===== src/rtl/if_stage.sv =====
// rtl/if_stage.sv - instruction fetch stage: PC register, IF/ID register, fetch fault halt
module if_stage #(
  parameter logic [31:0] RESET_PC   = 32'h0000_0000,
  parameter int          IMEM_BYTES = 1600
) (
  input  logic        clk,
  input  logic        rst_n,
  input  logic        stall,
  input  logic        flush,
  input  logic        redirect,
  input  logic [31:0] redirect_pc,
  output logic [31:0] pc,
  input  logic [31:0] imem_inst,
  output logic        id_valid,
  output logic [31:0] id_pc,
  output logic [31:0] id_pc4,
  output logic [31:0] id_inst,
  output logic [4:0]  id_rd,
  output logic [4:0]  id_rs1,
  output logic [4:0]  id_rs2,
  output logic        fetch_fault,
  output logic [31:0] fetch_count
);

  localparam logic [31:0] NOP       = 32'h0000_0013;
  localparam logic [31:0] LAST_WORD = 32'(IMEM_BYTES - 4);

  typedef enum logic {RUN, HALT} state_t;

  state_t      state, state_nxt;
  logic [31:0] pc_nxt, id_pc_nxt, id_pc4_nxt, id_inst_nxt, count_nxt;
  logic        id_valid_nxt, fault_nxt;
  logic [31:0] pc_plus4;
  logic        bad_fetch;

  assign pc_plus4  = pc + 32'd4;
  assign bad_fetch = (pc[1:0] != 2'b00) || (pc > LAST_WORD);

  // Decoder register fields are plain slices of the registered instruction
  assign id_rd  = id_inst[11:7];
  assign id_rs1 = id_inst[19:15];
  assign id_rs2 = id_inst[24:20];

  // Next-state and next-register selection: redirect > bad fetch > flush > stall > fetch
  always_comb begin
    state_nxt    = state;
    pc_nxt       = pc;
    id_valid_nxt = id_valid;
    id_pc_nxt    = id_pc;
    id_pc4_nxt   = id_pc4;
    id_inst_nxt  = id_inst;
    count_nxt    = fetch_count;
    fault_nxt    = fetch_fault;
    if (state == HALT) begin
      id_valid_nxt = 1'b0;
      id_pc_nxt    = 32'd0;
      id_pc4_nxt   = 32'd0;
      id_inst_nxt  = NOP;
      fault_nxt    = 1'b1;
    end else if (redirect) begin
      pc_nxt       = redirect_pc;
      id_valid_nxt = 1'b0;
      id_pc_nxt    = 32'd0;
      id_pc4_nxt   = 32'd0;
      id_inst_nxt  = NOP;
    end else if (bad_fetch) begin
      state_nxt    = HALT;
      fault_nxt    = 1'b1;
      id_valid_nxt = 1'b0;
      id_pc_nxt    = 32'd0;
      id_pc4_nxt   = 32'd0;
      id_inst_nxt  = NOP;
    end else if (flush) begin
      id_valid_nxt = 1'b0;
      id_pc_nxt    = 32'd0;
      id_pc4_nxt   = 32'd0;
      id_inst_nxt  = NOP;
      if (!stall) pc_nxt = pc_plus4;
    end else if (!stall) begin
      pc_nxt       = pc_plus4;
      id_valid_nxt = 1'b1;
      id_pc_nxt    = pc;
      id_pc4_nxt   = pc_plus4;
      id_inst_nxt  = imem_inst;
      count_nxt    = fetch_count + 32'd1;
    end
  end

  // State, PC, IF/ID and status registers with asynchronous reset
  always_ff @(posedge clk or negedge rst_n) begin
    if (!rst_n) begin
      state       <= RUN;
      pc          <= RESET_PC;
      id_valid    <= 1'b0;
      id_pc       <= 32'd0;
      id_pc4      <= 32'd0;
      id_inst     <= NOP;
      fetch_fault <= 1'b0;
      fetch_count <= 32'd0;
    end else begin
      state       <= state_nxt;
      pc          <= pc_nxt;
      id_valid    <= id_valid_nxt;
      id_pc       <= id_pc_nxt;
      id_pc4      <= id_pc4_nxt;
      id_inst     <= id_inst_nxt;
      fetch_fault <= fault_nxt;
      fetch_count <= count_nxt;
    end
  end

endmodule

===== config.mk =====
export PLATFORM = sky130hd
export DESIGN_NAME = if_stage
export DESIGN_NICKNAME = d
export VERILOG_FILES = /design/src/rtl/if_stage.sv
export SDC_FILE = /design/constraint.sdc
export NUM_CORES = 1
export LEC_CHECK = 0
export CORE_UTILIZATION = 49
export DETAILED_ROUTE_END_ITERATION = 8
export GPL_ROUTABILITY_DRIVEN = 0
export GPL_TIMING_DRIVEN = 0
export PLACE_DENSITY = 0.86
export SYNTH_ARGS = -nofsm -noshare
export SYNTH_HDL_FRONTEND = slang
export SYNTH_SLANG_ARGS = --single-unit

===== constraint.sdc =====
create_clock -name clk -period 3.3 [get_ports clk]
set_input_delay 0.66 -clock clk [delete_from_list [all_inputs] [get_ports clk]]
set_output_delay 0.66 -clock clk [all_outputs]
set_load 0.005 [all_outputs]

==> summary.txt, run 1 <==
Critical path
  – CP dominant cell by count: clkbuf_1
  – R2R cell count: 6
  – Crit-path max cell delay: 540 ps
  – Slowest library cell on the worst path: clkdlybuf4s50_1
  – R2R Setup Slk: 1040 ps
  – Critical R2R Launch: pc[2]
  – Crit path max-delay family: buffers and inverters
  – Setup CP Type: in2reg
  – Signal arrival time at the worst endpoint: 2890 ps
  – Crit path launch type: input pin
  – Critical Path RT: 3640 ps
  – R2r endpoint: pc[30]
  – Worst Path Max Fanout: 10
  – Critical path, cell by cell: clkdlybuf4s50_1 > clkbuf_1 > clkbuf_1 > clkbuf_1 > a21oi_1 > nor2_1
  – Worst path bufs/invs: 4
  – Crit end category: register

Clocking
  – Clock tree sinks: 161
  – Max clock buf depth: 2
  – CTS tree: done
  – Postcts setup bufs: 0
  – Clock latency on the worst-skew pair: 420 ps
  – Clk slew on worst S/H paths: 60 ps
  – Clock root cell: clkbuf_16
  – Post-CTS sizing: 0
  – H-tree level count: 4
  – Num CTS Buffers: 17
  – Hold_buf cts: 0

STA
  – Setup Skew: 6.36 ps
  – Final Max Tran Viols: 0
  – Fmax: 392 MHz
  – Least-Margin Pin Slew: 753 ps
  – Final min period: 2550 ps
  – Unrepaired setup endpoints after global routing: false
  – Worst slew margin: 49.8%
  – Final setup vio count: 0
  – Worst Slack Setup Final: 747 ps
  – Tcrit/Tclk final: 77.4%
  – Final hold vios: 0

Synth
  – Syn_nets: 698
  – Unique masters post-synth: 54
  – Leading post-synthesis cells by cell area: dfrtp_1, mux2i_1, and3_1
  – Synth area leader: dfrtp_1
  – Flops & latches, synth: 161
  – Top cell type's share of synthesized area: 56.7%
  – Top FF cell, synth: dfrtp_1
  – Synth warnings: 0
  – EDFF count, synth: 0
  – Sequential fraction of the synthesis area: 57.8%
  – Async SR Flop Fraction: 100%
  – Syn avg cell area: 11.1 µm²
  – Synthesized area: 6970 µm²
  – Syn Inst Count: 627

Outcome
  – Status: completed

Drt
  – Detail Route met3 WL: 1.22 mm
  – WL met1: 7.92 mm
  – DRC: 0
  – Drt pass-1 iters: 4
  – Routed WL per cell: 17.6 µm
  – Final ANT Viol Nets: 0
  – Top sig layer: met4
  – Initial DRC count: 260
  – Post-DR vias/cell: 5.36
  – Final wirelength: 19.1 mm
  – Met2 wire length: 9.57 mm
  – Via count: 5812

Final layout
  – Share of layout cells above drive strength 1: 9.50%
  – Final std cells w/o fill: 1085
  – Area Overhead vs Synth: 47.6%
  – Antenna diode count: 0
  – Fin nets: 963

Floorplan
  – Initial Utilization: 50.2%
  – Die H: 121 µm
  – I/O Pins: 246
  – # rows: 43
  – Die W: 121 µm
  – Die area: 14700 µm²
  – Core area: 13900 µm²

GRT
  – First-pass GRT wire length: 30.5 mm
  – Vias in the first global route: 5820
  – GRT Util Overall: 26.9%
  – Initial antenna violation count: 0
  – Largest net degree at the start of global routing: 86
  – Global route total overflow: 0

Placement
  – Post-Place Cells: 1053
  – DP Worst Slack: 316 ps
  – DP HPWL: 13.6 mm
  – IO Port Bufs: 245

Run
  – Max-Cap Viols: 0

Pwr
  – Leak: 0.00477 µW
  – VDD IR max: 0.309 mV
  – Cell Pwr Density: 440 nW/µm²

Hold path
  – Worst hold path type: in2async
cells in the mapped netlist (all sizes together) (3+ instances only):
cell	instances
o211ai	3
a2bb2oi	3
nand2	56
xor2	24
a21oi	10
mux2i	43
a211oi	6
nor3	12
nand4	10
nand3	19
and4	6
clkbuf	22
buf	32
o311ai	4
a22o	3
nand2b	3
o21ai	14
nor2	74
dfstp	3
inv	11
nor4	12
dfrtp	158
o22a	7
xnor2	14
and3	51
a31oi	3
layout by cell type (no fill, tap or decap), types with 10 or more instances in the layout:
cell type and instances:
clkbuf_16 17, clkbuf_1 19, dfrtp_1 158, a21oi_1 10
buf_4 21, mux2i_1 43, xor2_1 24, xnor2_1 14
clkdlybuf4s50_1 244, nand3_1 18, o21ai_0 14, nand2_1 56
inv_1 11, nor3_1 11, nor2_1 74, and3_1 51
through the flow:
step                instance area, µm²  hold slack (ps)  power, µW  TNS [ps]  util, %
floorplan                         6970              364       2260         0        -
global placement                  9650              453       2520   -773570     69.5
detailed placement                9680              458       2530         0     69.8
CTS                              10300              244       4550         0     74.1
global route                     10300              260       4690         0     74.1
finish                           10300              203       4530         0     74.1
sequential cells by signal, indices dropped and copies added, names as in the netlist:
signal / count
id_pc4: 30
id_valid: 1
state: 1
fetch_fault: 1
id_inst: 32
pc: 32
fetch_count: 32
id_pc: 32
how the worst max path moves through the flow:
stage               startpoint              to  slack [ps]  cells after the start
finish                   stall       id_pc4[6]         750                      6
global route             stall      id_pc4[10]         590                      6
floorplan                flush  fetch_count[9]        1370                      5
global placement         rst_n     id_inst[31]       -4850                      1
CTS                      stall       id_pc4[6]         750                      6
detailed placement       stall      id_pc4[10]         320                      6
cell families (layout without fill, tap and decap cells):
logic type / count (synthesis) / in the layout / share of synthesized area (%)
DFF: 161 / 161 / 57.8
muxes: 45 / 45 / 6.50
buffers and inverters: 66 / 344 / 5.11
adders and majority gates: 2 / 2 / 0.359
xor gates and xnor gates: 38 / 38 / 4.77
AOI/OAI and AO/OA: 65 / 65 / 6.62
and+or+nand+nor: 250 / 250 / 18.8
power breakdown:
part	switching, µW	total [µW]	internal [µW]	leakage, µW
Clock	831	2030	1200	0.000285
Sequential	61.7	2080	2020	0.00213
Combinational	187	420	233	0.00235
layer usage:
| metal | global-route usage, % | vias to the layer above |
|---|---|---|
| met5 | 0 | - |
| met4 | 9.65 | 0 |
| met3 | 7.47 | 37 |
| met2 | 44.9 | 221 |
| met1 | 33.4 | 2854 |
| li1 | - | 2700 |
cell type report:
type,count,area (µm²)
buffer,54,312
clock buffer,18,429
clock inverter,14,180
fill,963,3590
inverter,12,45.0
multi-input combinational,400,2580
sequential,161,4030
tap,180,225
timing repair buffer,246,2480
No activity file was read; power rests on OpenSTA's default activity.
==> run 2: changes to the inputs <==
--- a/config.mk
+++ b/config.mk
@@ -5,11 +5,11 @@
 export SDC_FILE = /design/constraint.sdc
 export NUM_CORES = 1
 export LEC_CHECK = 0
-export CORE_UTILIZATION = 49
+export CORE_UTILIZATION = 45
 export DETAILED_ROUTE_END_ITERATION = 8
 export GPL_ROUTABILITY_DRIVEN = 0
 export GPL_TIMING_DRIVEN = 0
-export PLACE_DENSITY = 0.86
+export PLACE_DENSITY = 0.8
 export SYNTH_ARGS = -nofsm -noshare
 export SYNTH_HDL_FRONTEND = slang
 export SYNTH_SLANG_ARGS = --single-unit
==> constraint.sdc (replaced) <==
create_clock -name clk -period 2.6 [get_ports clk]
set_input_delay 0.52 -clock clk [delete_from_list [all_inputs] [get_ports clk]]
set_output_delay 0.52 -clock clk [all_outputs]
set_load 0.005 [all_outputs]
==> summary.txt, run 2 (same netlist as run 1, synthesis figures left out) <==
Floorplan
  – I/O Pins: 246 (unchanged)
  – Initial Utilization: 46.0% (was 50.2%)
  – Core area: 15100 µm² (was 13900 µm²)
  – Die area: 16000 µm² (was 14700 µm²)
  – Die H: 126 µm (was 121 µm)
  – Die W: 126 µm (was 121 µm)
  – # rows: 45 (was 43)

Hold path
  – Worst hold path type: in2async (unchanged)

Drt
  – Routed WL per cell: 16.8 µm (was 17.6 µm)
  – DRC: 0 (unchanged)
  – Drt pass-1 iters: 4 (unchanged)
  – Via count: 5690 (was 5812)
  – Post-DR vias/cell: 5.21 (was 5.36)
  – Final wirelength: 18.4 mm (was 19.1 mm)
  – Final ANT Viol Nets: 0 (unchanged)
  – Initial DRC count: 268 (was 260)

Final layout
  – Fillers: 1168 (was 963)
  – Share of layout cells above drive strength 1: 9.50% (unchanged)
  – Area Overhead vs Synth: 46.9% (was 47.6%)
  – Most common cell after layout, fill and taps aside: clkdlybuf4s50_1 (unchanged)
  – Antenna diode count: 0 (unchanged)
  – Fin nets: 963 (unchanged)
  – Highest-count cells in the layout ignoring fill and taps: clkdlybuf4s50_1, dfrtp_1, nor2_1, nand2_1, and3_1 (unchanged)

Clocking
  – Post-CTS sizing: 0 (unchanged)
  – CTS tree: done (unchanged)
  – H-tree level count: 4 (unchanged)
  – Clock tree sinks: 161 (unchanged)
  – Clock root cell: clkbuf_16 (unchanged)
  – Postcts setup bufs: 0 (unchanged)
  – Clock latency on the worst-skew pair: 420 ps (about the same)
  – Max clock buf depth: 2 (unchanged)
  – Num CTS Buffers: 17 (unchanged)
  – Hold_buf cts: 0 (unchanged)
  – Clk slew on worst S/H paths: 60 ps (about the same)

Pwr
  – Leak: 0.00474 µW (was 0.00477 µW)
  – VDD IR max: 0.421 mV (was 0.309 mV)
  – Cell Pwr Density: 539 nW/µm² (was 440 nW/µm²)

STA
  – Tcrit/Tclk final: 95.5%
  – Final hold vios: 0 (unchanged)
  – Final setup vio count: 0 (unchanged)
  – Worst Slack Setup Final: 116 ps (was 747 ps)
  – Unrepaired setup endpoints after global routing: false (unchanged)
  – Setup TNS: 0 ps (unchanged)
  – Final Max Tran Viols: 0 (unchanged)
  – Final min period: 2480 ps
  – Fmax: 403 MHz
  – Setup Skew: 10.0 ps (was 6.36 ps)
  – Worst slew margin: 51.7% (was 49.8%)
  – Least-Margin Pin Slew: 724 ps (was 753 ps)
  – Final Hold Slack: 64.1 ps (was 203 ps)

Placement
  – DP Worst Slack: -305 ps (was 316 ps)
  – DP HPWL: 13.3 mm (was 13.6 mm)
  – IO Port Bufs: 245 (unchanged)

Critical path
  – Signal arrival time at the worst endpoint: 2830 ps (was 2890 ps)
  – Setup CP Type: in2reg (unchanged)
  – R2R cell count: 6 (unchanged)
  – R2R Setup Slk: 500 ps (was 1040 ps)
  – Crit end category: register (unchanged)
  – Worst Path Max Fanout: 10 (unchanged)
  – Critical Path RT: 2940 ps (was 3640 ps)
  – Crit path launch type: input pin (unchanged)

GRT
  – GRT Util Overall: 23.9% (was 26.9%)
  – Global route total overflow: 0 (unchanged)
  – Initial antenna violation count: 0 (unchanged)
  – Largest net degree at the start of global routing: 83 (was 86)
  – Vias in the first global route: 5638 (was 5820)
  – First-pass GRT wire length: 29.7 mm (was 30.5 mm)

Run
  – Max-Cap Viols: 0 (unchanged)

Outcome
  – Status: completed (unchanged)
run 2: changes by cell type in the layout (fill, tap and decap cells not counted):
cell        before  now
inv_6            2    6
bufinv_16        3    0
clkinv_4         3    1
clkinv_2         1    0
clkinvlp_4       4    5
inv_8            1    2
run 2: worst paths after layout:
check                                start         endpoint
min in group clk           fetch_count[31]  fetch_count[31]
setup / recovery                     stall       id_pc4[10]
max in group asynchronous            rst_n         id_pc[7]
setup reg to reg                     pc[2]           pc[16]
hold / removal                       rst_n  fetch_count[30]
hold reg to reg            fetch_count[31]  fetch_count[31]
run 2: area by class of cell:
cell class	instances	area (µm²)	share of cell area, %
sequential	161	4030	39.4
multi-input combinational	400	2580	25.2
timing repair buffer	246	2480	24.3
clock buffer	18	429	4.19
buffer	54	312	3.04
tap	188	235	2.30
clock inverter	14	121	1.18
inverter	12	45.0	0.440
run 2: metrics by stage:
stage / total power (µW) / utilization [%] / instance area, µm² / std cells
after CTS: 5560 / 67.6 / 10200 / 1093
after detailed placement: 3210 / 64.0 / 9690 / 1061
after global placement: 3210 / 63.8 / 9660 / 1060
after global routing: 5720 / 67.6 / 10200 / 1093
after floorplan: 2870 / - / 6970 / 627
final: 5520 / 67.6 / 10200 / 1093
run 2: layer usage:
metal,wire length (µm),up-vias,GRT usage (%)
met3,1010,31,5.10
met2,8940,195,40.0
met4,412,0,10.1
li1,-,2698,-
met5,0,-,0
met1,8000,2766,30.1
run 2: report_power, final:
group	switching, µW	internal (µW)	leakage, µW
Sequential	77.9	2560	0.00213
Combinational	235	296	0.00235
Clock	1100	1250	0.000255
run 2: worst max-delay path: stages:
cell and delay, ps:
clkdlybuf4s50_1 590, clkbuf_1 570, clkbuf_1 530, clkbuf_1 380, nand2_1 100, a21oi_1 130
==> run 3: changes to the inputs <==
--- a/config.mk
+++ b/config.mk
@@ -5,11 +5,13 @@
 export SDC_FILE = /design/constraint.sdc
 export NUM_CORES = 1
 export LEC_CHECK = 0
-export CORE_UTILIZATION = 45
+export CORE_UTILIZATION = 47
+export CTS_BUF_LIST = sky130_fd_sc_hd__clkbuf_4 sky130_fd_sc_hd__clkbuf_8
 export DETAILED_ROUTE_END_ITERATION = 8
 export GPL_ROUTABILITY_DRIVEN = 0
 export GPL_TIMING_DRIVEN = 0
-export PLACE_DENSITY = 0.8
+export PLACE_DENSITY = 0.83
 export SYNTH_ARGS = -nofsm -noshare
 export SYNTH_HDL_FRONTEND = slang
 export SYNTH_SLANG_ARGS = --single-unit
+export TNS_END_PERCENT = 20
==> summary.txt, run 3 (same netlist as run 1, synthesis figures left out) <==
Outcome
  – Status: completed (unchanged)

GRT
  – Largest net degree at the start of global routing: 83 (unchanged)
  – Initial antenna violation count: 0 (unchanged)
  – Met3 Use GR: 6.87% (was 5.10%)
  – GRT Util Overall: 24.6% (was 23.9%)
  – Global route total overflow: 0 (unchanged)
  – Routing usage on met2: 40.6% (was 40.0%)
  – Vias in the first global route: 5594 (was 5638)
  – First-pass GRT wire length: 28.8 mm (was 29.7 mm)
  – Top Usage Layer GRT: met2 (unchanged)
  – Met1 global-route usage: 30.9% (was 30.1%)

STA
  – Least-Margin Pin Slew: 751 ps (was 724 ps)
  – Worst Slack Setup Final: 281 ps (was 116 ps)
  – Final Hold Slack: 13.1 ps (was 64.1 ps)
  – Worst slew margin: 49.9% (was 51.7%)
  – Final setup vio count: 0 (unchanged)
  – Unrepaired setup endpoints after global routing: false (unchanged)
  – Final Max Tran Viols: 0 (unchanged)
  – Final hold vios: 0 (unchanged)
  – Tcrit/Tclk final: 89.2% (was 95.5%)
  – Final min period: 2320 ps (was 2480 ps)
  – Setup Skew: 8.58 ps (was 10.0 ps)
  – Fmax: 431 MHz (was 403 MHz)

Final layout
  – Register area: 4030 µm² (unchanged)
  – Antenna diode count: 0 (unchanged)
  – Area Overhead vs Synth: 44.3% (was 46.9%)
  – Highest-count cells in the layout ignoring fill and taps: clkdlybuf4s50_1, dfrtp_1, nor2_1, nand2_1, and3_1 (unchanged)
  – Share of layout cells above drive strength 1: 9.61% (was 9.50%)
  – Multi-input logic area: 2580 µm² (unchanged)
  – Fin nets: 963 (unchanged)
  – Fillers: 1081 (was 1168)
  – Most common cell after layout, fill and taps aside: clkdlybuf4s50_1 (unchanged)

Pwr
  – VDD IR max: 0.329 mV (was 0.421 mV)
  – Cell Pwr Density: 489 nW/µm² (was 539 nW/µm²)
  – Power consumption: 4920 µW (was 5520 µW)
  – Leak: 0.00466 µW (was 0.00474 µW)

Critical path
  – Slowest library cell on the worst path: clkdlybuf4s50_1 (unchanged)
  – Signal arrival time at the worst endpoint: 2710 ps (was 2830 ps)
  – R2R Setup Slk: 420 ps (was 500 ps)
  – Critical Path RT: 2990 ps (was 2940 ps)
  – Crit-path max cell delay: 550 ps (was 590 ps)
  – Worst Path Max Fanout: 10 (unchanged)
  – Crit end category: register (unchanged)
  – Critical R2R Launch: pc[2] (unchanged)
  – R2R cell count: 6 (unchanged)
  – Crit path launch type: input pin (unchanged)
  – Setup CP Type: in2reg (unchanged)
  – Critical path, cell by cell: clkdlybuf4s50_1 > clkbuf_1 > clkbuf_1 > clkbuf_1 > nand2_1 > a21oi_1 (unchanged)
  – CP dominant cell by count: clkbuf_1 (unchanged)
  – R2r endpoint: pc[16] (unchanged)

Drt
  – Routed WL per cell: 16.7 µm (was 16.8 µm)
  – Final ANT Viol Nets: 0 (unchanged)
  – Initial DRC count: 269 (was 268)
  – DRC: 0 (unchanged)
  – Final wirelength: 18.2 mm (was 18.4 mm)
  – Post-DR vias/cell: 5.26 (was 5.21)
  – Via count: 5730 (was 5690)
  – Drt pass-1 iters: 5 (was 4)

Floorplan
  – Die W: 124 µm (was 126 µm)
  – Die area: 15300 µm² (was 16000 µm²)
  – Core area: 14500 µm² (was 15100 µm²)
  – Die H: 124 µm (was 126 µm)
  – # rows: 44 (was 45)
  – I/O Pins: 246 (unchanged)
  – Initial Utilization: 48.2% (was 46.0%)

Placement
  – DP Worst Slack: -214 ps (was -305 ps)
  – DP HPWL: 13.5 mm (was 13.3 mm)
  – IO Port Bufs: 245 (unchanged)

Run
  – Max-Cap Viols: 0 (unchanged)

Clocking
  – Hold_buf cts: 0 (unchanged)
  – Clk slew on worst S/H paths: 90 ps (was 60 ps)
  – CTS tree: done (unchanged)
  – Clock latency on the worst-skew pair: 460 ps (was 420 ps)
  – Clock tree sinks: 161 (unchanged)
  – Clock root cell: clkbuf_8 (was clkbuf_16)
  – Postcts setup bufs: 0 (unchanged)
  – Num CTS Buffers: 17 (unchanged)
  – Max clock buf depth: 2 (unchanged)
  – Post-CTS sizing: 0 (unchanged)
  – H-tree level count: 4 (unchanged)

Hold path
  – Worst hold path type: in2async (unchanged)
run 3: changes by cell type in the layout (fill, tap and decap cells not counted), moves of 2 or more:
cell       previous run  this run
inv_6                 6         4
inv_8                 2         0
clkbuf_16            17         0
clkbuf_8              0        17
clkinv_4              1         3
clkinv_2              0         2
run 3: per-layer routing:
layer  vias up  wire, µm
met5         -         0
met4         0       343
met3        32      1400
met2       241      8930
met1      2769      7540
li1       2688         -
run 3: how the worst max path moves through the flow:
stage / startpoint / end / slack (ps) / depth (start not counted)
3_3_place_gp: rst_n / id_inst[28] / -5410 / 1
4_1_cts: stall / id_pc4[7] / 260 / 6
6_report: stall / id_pc4[7] / 280 / 6
3_5_place_dp: stall / id_pc4[7] / -210 / 6
2_1_floorplan: pc[8] / fetch_count[1] / 760 / 7
5_1_grt: stall / id_pc4[4] / 130 / 6
run 3: area by class of cell:
cell class / count / area share, %
inverters: 12 / 0.448
repair buffers: 246 / 24.7
well taps: 184 / 2.29
clock buffers: 18 / 2.40
flip-flops and latches: 161 / 40.1
plain buffers: 54 / 3.10
multi-input cells: 400 / 25.7
clock inverters: 14 / 1.31
run 3: per-stage QoR:
step	util (%)	TNS [ps]	cells	area [µm²]
6_report	69.5	0	1089	10100
5_1_grt	69.5	0	1089	10100
4_1_cts	69.5	0	1089	10100
3_5_place_dp	66.9	-8750	1057	9690
3_3_place_gp	66.7	-869420	1056	9660
2_1_floorplan	-	0	627	6970
run 3: worst max-delay path, delay by kind of cell:
kind	cells	cell delay, ps
buf+inv	4	1940
compound gates	1	130
simple gates	1	110
run 3: report_power, final:
group	switching, µW	internal, µW	total, µW
Clock	973	778	1750
Sequential	76.5	2560	2630
Combinational	238	296	534
